==> config.mk <==
export PLATFORM = sky130hd
export DESIGN_NAME = wb_compare_monitor
export DESIGN_NICKNAME = d
export VERILOG_FILES = /design/src/rtl/wb_compare_monitor_pkg.sv /design/src/rtl/wbc_fifo.sv /design/src/rtl/wb_compare_monitor.sv
export SDC_FILE = /design/constraint.sdc
export NUM_CORES = 1
export LEC_CHECK = 0
export CAP_MARGIN = 20
export CELL_PAD_IN_SITES_DETAIL_PLACEMENT = 1
export CELL_PAD_IN_SITES_GLOBAL_PLACEMENT = 1
export CORE_ASPECT_RATIO = 1.5
export CORE_UTILIZATION = 40
export CTS_CLUSTER_SIZE = 24
export DETAILED_ROUTE_END_ITERATION = 8
export PLACE_DENSITY = 0.66
export SYNTH_ARGS = -nofsm -noshare
export SYNTH_HDL_FRONTEND = slang
export SYNTH_SLANG_ARGS = --single-unit
==> constraint.sdc <==
create_clock -name clk -period 7 [get_ports clk]
set_input_delay 1.05 -clock clk [delete_from_list [all_inputs] [get_ports clk]]
set_output_delay 1.05 -clock clk [all_outputs]
set_load 0.02 [all_outputs]
==> src/rtl/wb_compare_monitor_pkg.sv <==
// Shared definitions for the writeback lockstep monitor: sticky-flag bit
// positions, compare outcome encoding and the result-entry width helper.
package wb_compare_monitor_pkg;

    localparam int STK_OVERFLOW = 0;
    localparam int STK_ORPHAN   = 1;
    localparam int STK_TIMEOUT  = 2;
    localparam int STK_ERR      = 3;
    localparam int STK_W        = 4;

    typedef enum logic [1:0] {
        CMP_IDLE     = 2'd0,
        CMP_MATCH    = 2'd1,
        CMP_MISMATCH = 2'd2
    } cmp_e;

    function automatic int entry_w(input int tag_w, input int data_w);
        return tag_w + data_w;
    endfunction

endpackage

==> src/rtl/wbc_fifo.sv <==
// Small synchronous FIFO; pointers carry one extra wrap bit so full and empty
// are distinguishable. Push while full is accepted only if a pop frees a slot.
module wbc_fifo #(
    parameter int WIDTH = 8,
    parameter int DEPTH = 4
) (
    input  logic             clk,
    input  logic             rst,
    input  logic             i_push,
    input  logic             i_pop,
    input  logic [WIDTH-1:0] i_data,
    output logic             o_valid,
    output logic             o_full,
    output logic [WIDTH-1:0] o_head
);

    localparam int AW = $clog2(DEPTH);

    logic [WIDTH-1:0] r_mem [DEPTH];
    logic [AW:0]      r_wr_ptr;
    logic [AW:0]      r_rd_ptr;
    logic             w_empty;
    logic             w_do_push;
    logic             w_do_pop;

    assign w_empty   = (r_wr_ptr == r_rd_ptr);
    assign o_full    = (r_wr_ptr[AW] != r_rd_ptr[AW]) &&
                       (r_wr_ptr[AW-1:0] == r_rd_ptr[AW-1:0]);
    assign o_valid   = !w_empty;
    assign w_do_pop  = i_pop && !w_empty;
    assign w_do_push = i_push && (!o_full || w_do_pop);
    assign o_head    = r_mem[r_rd_ptr[AW-1:0]];

    always_ff @(posedge clk) begin
        if (!rst) begin
            r_wr_ptr <= '0;
            r_rd_ptr <= '0;
        end else begin
            if (w_do_push) r_wr_ptr <= r_wr_ptr + 1'b1;
            if (w_do_pop)  r_rd_ptr <= r_rd_ptr + 1'b1;
        end
    end

    always_ff @(posedge clk) begin
        if (w_do_push) r_mem[r_wr_ptr[AW-1:0]] <= i_data;
    end

endmodule

==> src/rtl/wb_compare_monitor.sv <==
// Lockstep checker pairing reference (A) and candidate (B) writebacks in order,
// with per-stream issue-to-writeback latency and sticky anomaly flags.
module wb_compare_monitor
    import wb_compare_monitor_pkg::*;
#(
    parameter int DATA_W  = 32,
    parameter int TAG_W   = 5,
    parameter int DEPTH   = 4,
    parameter int CNT_W   = 16,
    parameter int TIMEOUT = 256
) (
    input  logic              clk,
    input  logic              rst,
    input  logic              clear_i,
    input  logic              a_issue_i,
    input  logic              b_issue_i,
    input  logic              a_wb_valid_i,
    input  logic [TAG_W-1:0]  a_wb_tag_i,
    input  logic [DATA_W-1:0] a_wb_data_i,
    input  logic              b_wb_valid_i,
    input  logic [TAG_W-1:0]  b_wb_tag_i,
    input  logic [DATA_W-1:0] b_wb_data_i,
    output logic [CNT_W-1:0]  match_cnt_o,
    output logic [CNT_W-1:0]  mismatch_cnt_o,
    output logic              err_o,
    output logic [TAG_W-1:0]  err_tag_o,
    output logic [DATA_W-1:0] err_a_o,
    output logic [DATA_W-1:0] err_b_o,
    output logic [CNT_W-1:0]  lat_last_a_o,
    output logic [CNT_W-1:0]  lat_last_b_o,
    output logic [CNT_W-1:0]  lat_max_a_o,
    output logic [CNT_W-1:0]  lat_max_b_o,
    output logic              overflow_o,
    output logic              orphan_o,
    output logic              timeout_o
);

    localparam int EW     = entry_w(TAG_W, DATA_W);
    localparam int WAIT_W = $clog2(TIMEOUT + 1);

    function automatic logic [CNT_W-1:0] sat_inc(input logic [CNT_W-1:0] v);
        return (&v) ? v : v + CNT_W'(1);
    endfunction

    logic [CNT_W-1:0]  r_cycle;
    logic [CNT_W-1:0]  r_match;
    logic [CNT_W-1:0]  r_mismatch;
    logic [TAG_W-1:0]  r_err_tag;
    logic [DATA_W-1:0] r_err_a;
    logic [DATA_W-1:0] r_err_b;
    logic [CNT_W-1:0]  r_lat_last_a;
    logic [CNT_W-1:0]  r_lat_last_b;
    logic [CNT_W-1:0]  r_lat_max_a;
    logic [CNT_W-1:0]  r_lat_max_b;
    logic [STK_W-1:0]  r_sticky;
    logic [WAIT_W-1:0] r_wait;

    logic              w_ts_a_valid, w_ts_a_full, w_ts_b_valid, w_ts_b_full;
    logic [CNT_W-1:0]  w_ts_a_head, w_ts_b_head;
    logic              w_ra_valid, w_ra_full, w_rb_valid, w_rb_full;
    logic [EW-1:0]     w_ra_head, w_rb_head;
    logic              w_a_pop_ts, w_b_pop_ts;
    logic [CNT_W-1:0]  w_lat_a, w_lat_b;
    logic              w_pair;
    logic              w_ovf;
    logic              w_orphan;
    cmp_e              w_cmp;

    wbc_fifo #(.WIDTH(CNT_W), .DEPTH(DEPTH)) u_ts_a (
        .clk(clk), .rst(rst), .i_push(a_issue_i), .i_pop(w_a_pop_ts),
        .i_data(r_cycle), .o_valid(w_ts_a_valid), .o_full(w_ts_a_full),
        .o_head(w_ts_a_head)
    );

    wbc_fifo #(.WIDTH(CNT_W), .DEPTH(DEPTH)) u_ts_b (
        .clk(clk), .rst(rst), .i_push(b_issue_i), .i_pop(w_b_pop_ts),
        .i_data(r_cycle), .o_valid(w_ts_b_valid), .o_full(w_ts_b_full),
        .o_head(w_ts_b_head)
    );

    wbc_fifo #(.WIDTH(EW), .DEPTH(DEPTH)) u_res_a (
        .clk(clk), .rst(rst), .i_push(a_wb_valid_i), .i_pop(w_pair),
        .i_data({a_wb_tag_i, a_wb_data_i}), .o_valid(w_ra_valid),
        .o_full(w_ra_full), .o_head(w_ra_head)
    );

    wbc_fifo #(.WIDTH(EW), .DEPTH(DEPTH)) u_res_b (
        .clk(clk), .rst(rst), .i_push(b_wb_valid_i), .i_pop(w_pair),
        .i_data({b_wb_tag_i, b_wb_data_i}), .o_valid(w_rb_valid),
        .o_full(w_rb_full), .o_head(w_rb_head)
    );

    assign w_a_pop_ts = a_wb_valid_i && w_ts_a_valid;
    assign w_b_pop_ts = b_wb_valid_i && w_ts_b_valid;
    assign w_lat_a    = r_cycle - w_ts_a_head;
    assign w_lat_b    = r_cycle - w_ts_b_head;
    assign w_pair     = w_ra_valid && w_rb_valid;
    assign w_orphan   = (a_wb_valid_i && !w_ts_a_valid) ||
                        (b_wb_valid_i && !w_ts_b_valid);
    // A push into a full FIFO only loses data when no pop frees a slot that cycle.
    assign w_ovf      = (a_issue_i && w_ts_a_full && !w_a_pop_ts) ||
                        (b_issue_i && w_ts_b_full && !w_b_pop_ts) ||
                        (a_wb_valid_i && w_ra_full && !w_pair) ||
                        (b_wb_valid_i && w_rb_full && !w_pair);

    always_comb begin
        w_cmp = CMP_IDLE;
        if (w_pair) w_cmp = (w_ra_head == w_rb_head) ? CMP_MATCH : CMP_MISMATCH;
    end

    always_ff @(posedge clk) begin
        if (!rst) r_cycle <= '0;
        else      r_cycle <= r_cycle + CNT_W'(1);
    end

    always_ff @(posedge clk) begin
        if (!rst || clear_i) begin
            r_match    <= '0;
            r_mismatch <= '0;
            r_err_tag  <= '0;
            r_err_a    <= '0;
            r_err_b    <= '0;
            r_sticky   <= '0;
            r_wait     <= '0;
        end else begin
            if (w_cmp == CMP_MATCH) r_match <= sat_inc(r_match);
            if (w_cmp == CMP_MISMATCH) begin
                r_mismatch <= sat_inc(r_mismatch);
                if (!r_sticky[STK_ERR]) begin
                    r_sticky[STK_ERR] <= 1'b1;
                    r_err_tag         <= w_ra_head[EW-1 -: TAG_W];
                    r_err_a           <= w_ra_head[DATA_W-1:0];
                    r_err_b           <= w_rb_head[DATA_W-1:0];
                end
            end
            if (w_ovf)    r_sticky[STK_OVERFLOW] <= 1'b1;
            if (w_orphan) r_sticky[STK_ORPHAN]   <= 1'b1;
            if (w_pair || (!w_ra_valid && !w_rb_valid)) begin
                r_wait <= '0;
            end else if (r_wait != WAIT_W'(TIMEOUT)) begin
                r_wait <= r_wait + WAIT_W'(1);
                if (r_wait == WAIT_W'(TIMEOUT - 1)) r_sticky[STK_TIMEOUT] <= 1'b1;
            end
        end
    end

    always_ff @(posedge clk) begin
        if (!rst || clear_i) begin
            r_lat_last_a <= '0;
            r_lat_last_b <= '0;
            r_lat_max_a  <= '0;
            r_lat_max_b  <= '0;
        end else begin
            if (w_a_pop_ts) begin
                r_lat_last_a <= w_lat_a;
                if (w_lat_a > r_lat_max_a) r_lat_max_a <= w_lat_a;
            end
            if (w_b_pop_ts) begin
                r_lat_last_b <= w_lat_b;
                if (w_lat_b > r_lat_max_b) r_lat_max_b <= w_lat_b;
            end
        end
    end

    assign match_cnt_o    = r_match;
    assign mismatch_cnt_o = r_mismatch;
    assign err_o          = r_sticky[STK_ERR];
    assign err_tag_o      = r_err_tag;
    assign err_a_o        = r_err_a;
    assign err_b_o        = r_err_b;
    assign lat_last_a_o   = r_lat_last_a;
    assign lat_last_b_o   = r_lat_last_b;
    assign lat_max_a_o    = r_lat_max_a;
    assign lat_max_b_o    = r_lat_max_b;
    assign overflow_o     = r_sticky[STK_OVERFLOW];
    assign orphan_o       = r_sticky[STK_ORPHAN];
    assign timeout_o      = r_sticky[STK_TIMEOUT];

endmodule
==> reports/metrics.yaml, run 1 <==
global_route.overflow_total: 0
grt_pass1_vias: 17933
cts_buffers: 66
synth_area_um2: 27100
cts_setup_buffers: 0
drive_above_1_share_pct: 11.8
worstPathArrival_ns: 6.27
io_pins: 250
core_um2: 66800
cp_max_fo: 13
diodes: 0
die-height_um: 321
post_cts_resized: 0
async_flop_share_pct: 0
drt_wl_total_um: 73800
final.fill_count: 6701
cts_num_sinks: 650
layout_commonest_cell: "edfxtp_1"
clkSlewWorstSetupHoldPaths_ns: 0.06
setup-violations-final: 0
synth_edf_count: 424
fin_util_pct: 49.5
fin_crit_sh_pct: 83.1
worst_setup_path_end_kind: "flip-flop"
hold_class: "reg2reg"
dr_total_vias: 16775
clk_latency_ns: 0.63
drt_drc_violations_left: 0
p_leak_nw: 11.2
synth_cell_type_count: 55
start_kind: "flip-flop"
timing.final.crit_period_ns: 5.82
cts.htree.levels: 3
fmax_mhz: 172
relSlewSlack_pct: 27.1
die-area_um2: 68700
detailed_place_hpwl_um: 52300
ys_top_cells_by_area: "edfxtp_1, dfxtp_1, mux4_2"
root_buffer: "clkbuf_16"
tightestPinTransition_ns: 1.09
rsz0062_at_grt: "no"
initialDrtViolationCount: 840
r2r_cells: 17
syn_area_per_cell_um2: 13.6
grt_usage_pct: 21.6
ant_nets: 0
power_w: 0.0109
clock_skew_ns: 0.0290
power-per-cell-area_nw_per_um2: 329
cts_hold_buf: 0
initial_core_util_pct: 40.5
detail_route.wl_per_cell_um: 23.1
dieWidth_um: 214
ys_seq_elements: 650
yosysWarnings: 0
grt_max_degree: 133
fin_setup_tns_ns: 0
required_ns: 7.45
reg2reg_to: "lat_max_a_o[8]"
critPathCapture: "lat_max_a_o[8]"
placed_area_um2: 30700
via_per_inst: 5.24
num_rows: 116
hold_viol: 0
yosysSeqAreaShare_pct: 63.8
peakVddDrop_mv: 0.268
place_congestion: 0.829
clockBufferDepth: 3
fin_cells: 3199
grt_pass1_wl_um: 112000
dp_cells: 3078
finalInstanceArea_um2: 33000
cap_violations: 0
portBuffers: 249
status: "completed"
syn_inst: 1993
firstDrtPassIters: 5
antenna_found_initial: 3
slew_violations: 0
ys.flop_type: "edfxtp_1"
synth_nets: 2167
area_delta_synth_final_pct: 22.0
final_cell_mix: "edfxtp_1, clkdlybuf4s50_1, dfxtp_1"
worstHoldStart: "lat_last_a_o[5]"
regToRegSetupSlack_ns: 1.18
nNetsFinal: 2435
synth_top_cell_by_area: "edfxtp_1"
critPathKind: "reg2reg"
synth_top_area_share_pct: 47.0
cts_tree: "built"
per-stage QoR:
step / hold WS (ns) / setup WS, ns
global route: 0.474 / 0.642
global placement: 0.443 / 1.29
finish: 0.453 / 1.18
floorplan: 0.493 / 1.46
CTS: 0.456 / 1.16
detailed placement: 0.447 / 1.20
critical path: stages (launching register included):
cell and delay (ns):
dfxtp_1 0.76, mux4_2 0.58, inv_1 0.11, ha_1 0.22, nor2b_1 0.14, o31a_1 0.27
o41ai_1 0.64, a211oi_1 0.24, o211ai_1 0.22, or3b_2 0.49, ha_1 0.31, nand4_1 0.10
o21ai_0 0.29, a311oi_1 0.16, nor2_1 0.53, buf_4 0.33, mux2i_1 0.21, nor2_1 0.05
worst min path at each step:
stage | endpoint | slack, ns | cells after the start
floorplan | flip-flop | 0.49 | 2
global placement | lat_last_b_o[5] | 0.44 | 2
detailed placement | lat_last_b_o[3] | 0.45 | 2
CTS | lat_last_b_o[3] | 0.46 | 2
global route | lat_last_a_o[13] | 0.47 | 2
finish | lat_last_a_o[5] | 0.45 | 2
synth_stat cells (3+ instances only):
cell type,number
a2111oi_0,4
a211o_1,4
a211oi_1,11
a21boi_0,3
a21o_1,13
a21oi_1,63
a31o_2,3
a31oi_1,8
a41o_1,3
and2_1,34
and3_1,14
and4_1,5
buf_1,16
buf_2,6
buf_6,5
clkbuf_1,61
dfxtp_1,226
edfxtp_1,424
ha_1,91
inv_1,101
mux2i_1,32
mux4_2,106
nand2_1,184
nand2b_1,6
nand3_1,104
nand4_1,25
nor2_1,107
nor2b_1,22
nor3_1,22
nor4_1,10
o211ai_1,6
o21a_1,12
o21ai_0,88
o21ai_1,3
o21bai_1,3
o31ai_1,12
or3_1,11
or4_1,3
xnor2_1,90
xor2_1,31
sequential cells by signal, indices dropped and copies added, names as in the netlist, 4 cells and up, named ones only:
register	cells
u_res_a.r_mem	148
u_res_b.r_mem	148
u_ts_a.r_mem	64
u_ts_b.r_mem	64
err_a_o	32
err_b_o	32
lat_last_a_o	16
lat_last_b_o	16
lat_max_a_o	16
lat_max_b_o	16
match_cnt_o	16
mismatch_cnt_o	16
r_cycle	16
r_wait	9
err_tag_o	5
r_sticky	4
cell families after synthesis:
family                   share of synthesized area (%)
multiplexers                                      10.0
AO/OA/AOI/OAI                                     5.45
adder cells (fa/ha/maj)                           4.36
XOR/XNOR                                          3.92
flip-flops                                        63.8
AND/OR/NAND/NOR                                   9.67
buffers and inverters                             2.84
power by group:
| part | switching [W] | internal (W) | total, W |
|---|---|---|---|
| Clock | 0.00151 | 0.00226 | 0.00377 |
| Sequential | 0.000206 | 0.00432 | 0.00453 |
| Combinational | 0.00148 | 0.00108 | 0.00256 |
metal layers:
layer / part of all wire (%) / global-route usage [%]
met1: 36 / 22.1
met4: 2.3 / 6.70
met5: 0.018 / 0
met3: 5.1 / 4.65
met2: 57 / 43.1
cell type report:
cell class	count	area, um2	area share, %
multi-input cells	1152	9140	27.7
flip-flops and latches	650	17300	52.3
clock inverters	36	499	1.51
repair buffers	290	2820	8.54
clock buffers	85	1820	5.50
inverters	101	379	1.15
well taps	885	1110	3.35
No activity file was read; power rests on OpenSTA's default activity.
==> run 2: changes to the inputs <==
==> constraint.sdc (replaced) <==
create_clock -name clk -period 6.1 [get_ports clk]
set_input_delay 0.915 -clock clk [delete_from_list [all_inputs] [get_ports clk]]
set_output_delay 0.915 -clock clk [all_outputs]
set_load 0.02 [all_outputs]
==> reports/metrics.yaml, run 2 (synthesized netlist as in run 1, its figures left out) <==
antenna_found_initial: 2  # was 3
fmax_mhz: 183  # was 172 MHz
setup-violations-final: 0  # unchanged
cts_tree: "built"  # unchanged
start_kind: "flip-flop"  # unchanged
cts.htree.levels: 2  # was 3
grt_max_degree: 144  # was 133
min_path_cells: 2  # unchanged
portBuffers: 249  # unchanged
clkSlewWorstSetupHoldPaths_ns: 0.06  # about the same
layout_commonest_cell: "edfxtp_1"  # unchanged
dr_total_vias: 16749  # was 16.8k
fin_setup_tns_ns: 0  # unchanged
slowest_delay_ns: 0.63  # was 0.76 ns
nNetsFinal: 2429  # was 2435
slowest_stage: "dfxtp_1"  # unchanged
initial_core_util_pct: 40.5  # unchanged
relSlewSlack_pct: 25.6  # was 27.1%
root_buffer: "clkbuf_16"  # unchanged
diodes: 0  # unchanged
grt_pass1_wl_um: 112000  # about the same
placed_area_um2: 30700  # about the same
place_congestion: 0.821  # was 0.829
detail_route.wl_per_cell_um: 23.2  # was 23.1 um
tightestPinTransition_ns: 1.12  # was 1.09 ns
cp_max_fo: 20  # was 13
global_route.overflow_total: 0  # unchanged
dieWidth_um: 214  # unchanged
clock_skew_ns: 0.0300  # was 0.0290 ns
r2r_cells: 16  # was 17
finalInstanceArea_um2: 32800  # was 33000 um2
critPathKind: "reg2reg"  # unchanged
p_leak_nw: 11.1  # was 11.2 nW
crit_chain: "buf_4 > mux4_2 > inv_1 > ha_1 > a211o_1 > a2111oi_1 > o31ai_1 > a2111oi_0 > nor3_1 > xnor2_1 > inv_1 > ha_1 > a2111oi_0 > a31o_4 > mux2i_1 > nor2_1"  # was mux4_2 > inv_1 > ha_1 > nor2b_1 > o31a_1 > o41ai_1 > a211oi_1 > o211ai_1 > or3b_2 > ha_1 > nand4_1 > o21ai_0 > a311oi_1 > nor2_1 > buf_4 > mux2i_1 > nor2_1
peakVddDrop_mv: 0.446  # was 0.268 mV
cap_violations: 0  # unchanged
ant_nets: 0  # unchanged
fin_crit_sh_pct: 89.7  # was 83.1%
clockBufferDepth: 3  # unchanged
hold_class: "reg2reg"  # unchanged
power_w: 0.0122  # was 0.0109 W
worst_setup_path_end_kind: "flip-flop"  # unchanged
io_pins: 250  # unchanged
timing.final.crit_period_ns: 5.47  # was 5.82 ns
initialDrtViolationCount: 801  # was 840
drt_wl_total_um: 73900  # was 73800 um
cts_buffers: 61  # was 66
via_per_inst: 5.25  # was 5.24
die-height_um: 321  # unchanged
drt_drc_violations_left: 0  # unchanged
power-per-cell-area_nw_per_um2: 371  # was 329 nW/um2
firstDrtPassIters: 5  # unchanged
final_cell_mix: "edfxtp_1, clkdlybuf4s50_1, dfxtp_1"  # unchanged
detailed_place_hpwl_um: 52600  # was 52300 um
drive_above_1_share_pct: 11.9  # was 11.8%
cts_num_sinks: 650  # unchanged
required_ns: 6.57  # was 7.45 ns
worstPathArrival_ns: 5.94  # was 6.27 ns
die-area_um2: 68700  # unchanged
setup_ws_ns: 0.630  # was 1.18 ns
num_rows: 116  # unchanged
fin_util_pct: 49.2  # was 49.5%
grt_pass1_vias: 18258  # was 17.9k
core_um2: 66800  # unchanged
area_delta_synth_final_pct: 21.4  # was 22.0%
hold_viol: 0  # unchanged
grt_usage_pct: 21.6  # about the same
pre_cts_slack_ns: 0.446  # was 1.20 ns
status: "completed"  # unchanged
slew_violations: 0  # unchanged
clk_latency_ns: 0.65  # was 0.63 ns
## run 2: cell count changes in the layout (fill, tap and decap cells not counted), sizes merged
cell	delta
clkinvlp	+2
bufinv	-2
clkbuf	-14
clkinv	+6
buf	-1
## run 2: repair_timing
| item | CTS | global route |
|---|---|---|
| setup buffers | 0 | 0 |
| resized for setup | 0 | 2 |
| hold buffers | 0 | 0 |
| setup endpoints to repair | 0 | 16 |
## run 2: power breakdown
group          leakage (nW)  switching [W]  internal (W)
Sequential             5.75       0.000229       0.00496
Combinational          4.36        0.00172       0.00125
Clock                  1.03        0.00171       0.00231
Total                  11.1        0.00366       0.00852
## run 2: cell type report
class | count | area [um2]
well taps | 885 | 1110
fillers | 6741 | 33900
flip-flops and latches | 650 | 17300
clock buffers | 71 | 1640
clock inverters | 42 | 488
repair buffers | 289 | 2830
inverters | 101 | 379
multi-input cells | 1152 | 9150
## run 2: worst paths after layout
kind,startpoint,end,slack (ns)
hold / removal,lat_last_b_o[5],lat_last_b_o[5],0.46
setup reg to reg,flip-flop,lat_max_b_o[3],0.63
setup / recovery,flip-flop,lat_max_b_o[3],0.63
hold reg to reg,lat_last_b_o[5],lat_last_b_o[5],0.46
## run 2: through the flow
stage / hold WS (ns) / instances
after floorplan: 0.493 / 1993
after global placement: 0.443 / 3076
after detailed placement: 0.450 / 3076
after CTS: 0.461 / 3189
after global routing: 0.485 / 3190
final: 0.458 / 3190
## run 2: critical path, delay by kind of cell (launching register included)
family | cells | cell delay, ns
flops | 1 | 0.63
buf+inv | 3 | 0.47
compound gates | 6 | 2.54
mux | 2 | 0.73
fa+ha+maj | 2 | 0.47
xor+xnor | 1 | 0.26
simple gates | 2 | 0.20
## run 2: layer usage
metal / track usage, % / wire [um] / vias to the layer above
li1: - / - / 7833
met1: 21.7 / 26200 / 8456
met2: 42.9 / 41500 / 356
met3: 5.14 / 4100 / 102
met4: 6.76 / 2120 / 2
met5: 0 / 13 / -
==> run 3: changes to the inputs <==
--- a/config.mk
+++ b/config.mk
@@ -9,10 +9,11 @@
 export CELL_PAD_IN_SITES_DETAIL_PLACEMENT = 1
 export CELL_PAD_IN_SITES_GLOBAL_PLACEMENT = 1
 export CORE_ASPECT_RATIO = 1.5
-export CORE_UTILIZATION = 40
+export CORE_UTILIZATION = 35
 export CTS_CLUSTER_SIZE = 24
 export DETAILED_ROUTE_END_ITERATION = 8
-export PLACE_DENSITY = 0.66
+export GPL_ROUTABILITY_DRIVEN = 0
+export PLACE_DENSITY = 0.59
 export SYNTH_ARGS = -nofsm -noshare
 export SYNTH_HDL_FRONTEND = slang
 export SYNTH_SLANG_ARGS = --single-unit
==> reports/metrics.yaml, run 3 (synthesized netlist as in run 1, its figures left out) <==
status: "completed"  # unchanged
relSlewSlack_pct: 24.6  # was 25.6%
reg2reg_to: "lat_max_b_o[8]"  # was lat_max_b_o[3]
clkSlewWorstSetupHoldPaths_ns: 0.06  # about the same
grt_pass1_vias: 18210  # was 18.3k
clockBufferDepth: 3  # unchanged
firstDrtPassIters: 5  # unchanged
post_cts_resized: 0  # unchanged
io_pins: 250  # unchanged
initial_core_util_pct: 35.5  # was 40.5%
clk_latency_ns: 0.62  # was 0.65 ns
root_buffer: "clkbuf_16"  # unchanged
via_per_inst: 5.01  # was 5.25
holdWs_ns: 0.454  # was 0.458 ns
slew_violations: 0  # unchanged
cts_num_sinks: 650  # unchanged
dr_total_vias: 16614  # was 16.7k
drt_drc_violations_left: 0  # unchanged
initialDrtViolationCount: 713  # was 801
die-height_um: 343  # was 321 um
rsz0062_at_grt: "no"
portBuffers: 249  # unchanged
p_leak_nw: 11.2  # was 11.1 nW
final.fill_count: 7845  # was 6741
grt_max_degree: 139  # was 144
diodes: 0  # unchanged
tightestPinTransition_ns: 1.13  # was 1.12 ns
num_rows: 124  # was 116
antenna_found_initial: 3  # was 2
regArea_um2: 17300  # unchanged
critPathKind: "reg2reg"  # unchanged
detail_route.wl_per_cell_um: 23.1  # was 23.2 um
layout_commonest_cell: "edfxtp_1"  # unchanged
ant_nets: 0  # unchanged
worstPathArrival_ns: 5.90  # was 5.94 ns
peakVddDrop_mv: 0.267  # was 0.446 mV
clock_skew_ns: 0.0163  # was 0.0300 ns
fin_setup_tns_ns: 0  # unchanged
area_delta_synth_final_pct: 22.3  # was 21.4%
hold_class: "reg2reg"  # unchanged
setup-violations-final: 0  # unchanged
timing.final.crit_period_ns: 5.44  # was 5.47 ns
required_ns: 6.56  # was 6.57 ns
fmax_mhz: 184  # was 183 MHz
drive_above_1_share_pct: 11.7  # was 11.9%
multi_input_area_um2: 9150  # about the same
die-area_um2: 78500  # was 68700 um2
regToRegSetupSlack_ns: 0.66  # was 0.63 ns
cp_max_fo: 20  # unchanged
dieWidth_um: 229  # was 214 um
cts_hold_buf: 0  # unchanged
r2r_cells: 16  # unchanged
grt_usage_pct: 19.7  # was 21.6%
drt_wl_total_um: 76800  # was 73900 um
global_route.overflow_total: 0  # unchanged
core_um2: 76300  # was 66800 um2
dp_cells: 3197  # was 3076
cap_violations: 0  # unchanged
cts_buffers: 66  # was 61
hold_viol: 0  # unchanged
holdPathEnd: "lat_last_b_o[10]"  # was lat_last_b_o[5]
final_cell_mix: "edfxtp_1, clkdlybuf4s50_1, dfxtp_1"  # unchanged
cts_setup_buffers: 0  # unchanged
cts.htree.levels: 3  # was 2
cts_tree: "built"  # unchanged
power-per-cell-area_nw_per_um2: 376  # was 371 nW/um2
detailed_place_hpwl_um: 54500  # was 52600 um
worstHoldStart: "lat_last_b_o[10]"  # was lat_last_b_o[5]
fin_cells: 3319  # was 3190
nNetsFinal: 2432  # was 2429
start_kind: "flip-flop"  # unchanged
min_path_cells: 2  # unchanged
worst_setup_path_end_kind: "flip-flop"  # unchanged
fin_crit_sh_pct: 89.3  # was 89.7%
grt_pass1_wl_um: 115000  # was 112000 um
run 3: cell count changes in the layout (fill, tap and decap cells not counted), sizes merged:
| cell | before | now |
|---|---|---|
| clkbuf | 71 | 80 |
| clkinvlp | 8 | 3 |
| clkinv | 23 | 27 |
| buf | 40 | 38 |
run 3: critical path: stages (launching register included):
cell and delay [ns]:
dfxtp_1 0.60, buf_4 0.33, mux4_2 0.52, inv_1 0.07, ha_1 0.27, a211o_1 0.31
a2111oi_1 0.61, o31ai_1 0.16, a2111oi_0 0.47, nor3_1 0.13, xnor2_1 0.25, inv_1 0.07
ha_1 0.20, a2111oi_0 0.35, a31o_2 0.61, mux2i_1 0.26, nor2_1 0.06
run 3: metal layers:
| metal | wire length (um) | vias up | track usage [%] |
|---|---|---|---|
| met4 | 2060 | 6 | 6.89 |
| met3 | 3990 | 97 | 4.64 |
| met2 | 42300 | 325 | 37.8 |
| met1 | 28400 | 8342 | 20.7 |
| met5 | 39 | - | 0 |
| li1 | - | 7844 | - |
run 3: worst max path at each step:
stage / endpoint / slack, ns / start
CTS: lat_max_b_o[3] / 0.44 / flip-flop
finish: lat_max_b_o[8] / 0.66 / flip-flop
global route: lat_max_b_o[5] / 0.002 / flip-flop
floorplan: lat_max_b_o[10] / 0.56 / flip-flop
global placement: lat_max_b_o[11] / 0.58 / flip-flop
detailed placement: lat_max_b_o[3] / 0.45 / flip-flop
run 3: through the flow:
| step | setup WS [ns] | cell area, um2 | util (%) | total power (W) |
|---|---|---|---|---|
| after floorplan | 0.563 | 27100 | - | 0.00720 |
| after global placement | 0.584 | 30800 | 40.4 | 0.00831 |
| after detailed placement | 0.447 | 30800 | 40.4 | 0.00839 |
| after CTS | 0.437 | 33100 | 43.3 | 0.0127 |
| after global routing | 0.00203 | 33100 | 43.4 | 0.0130 |
| final | 0.656 | 33100 | 43.4 | 0.0124 |
run 3: cell type report:
| class | count | share of cell area [%] |
|---|---|---|
| sequential | 650 | 52.1 |
| multi-input combinational | 1152 | 27.6 |
| timing repair buffer | 287 | 8.45 |
| clock buffer | 80 | 5.24 |
| tap | 1008 | 3.81 |
| clock inverter | 41 | 1.57 |
| inverter | 101 | 1.15 |
run 3: power breakdown:
| group | internal [W] | switching [W] |
|---|---|---|
| sequential | 0.00496 | 0.000236 |
| combinational | 0.00126 | 0.00175 |
| clock | 0.00245 | 0.00179 |
| total | 0.00867 | 0.00377 |
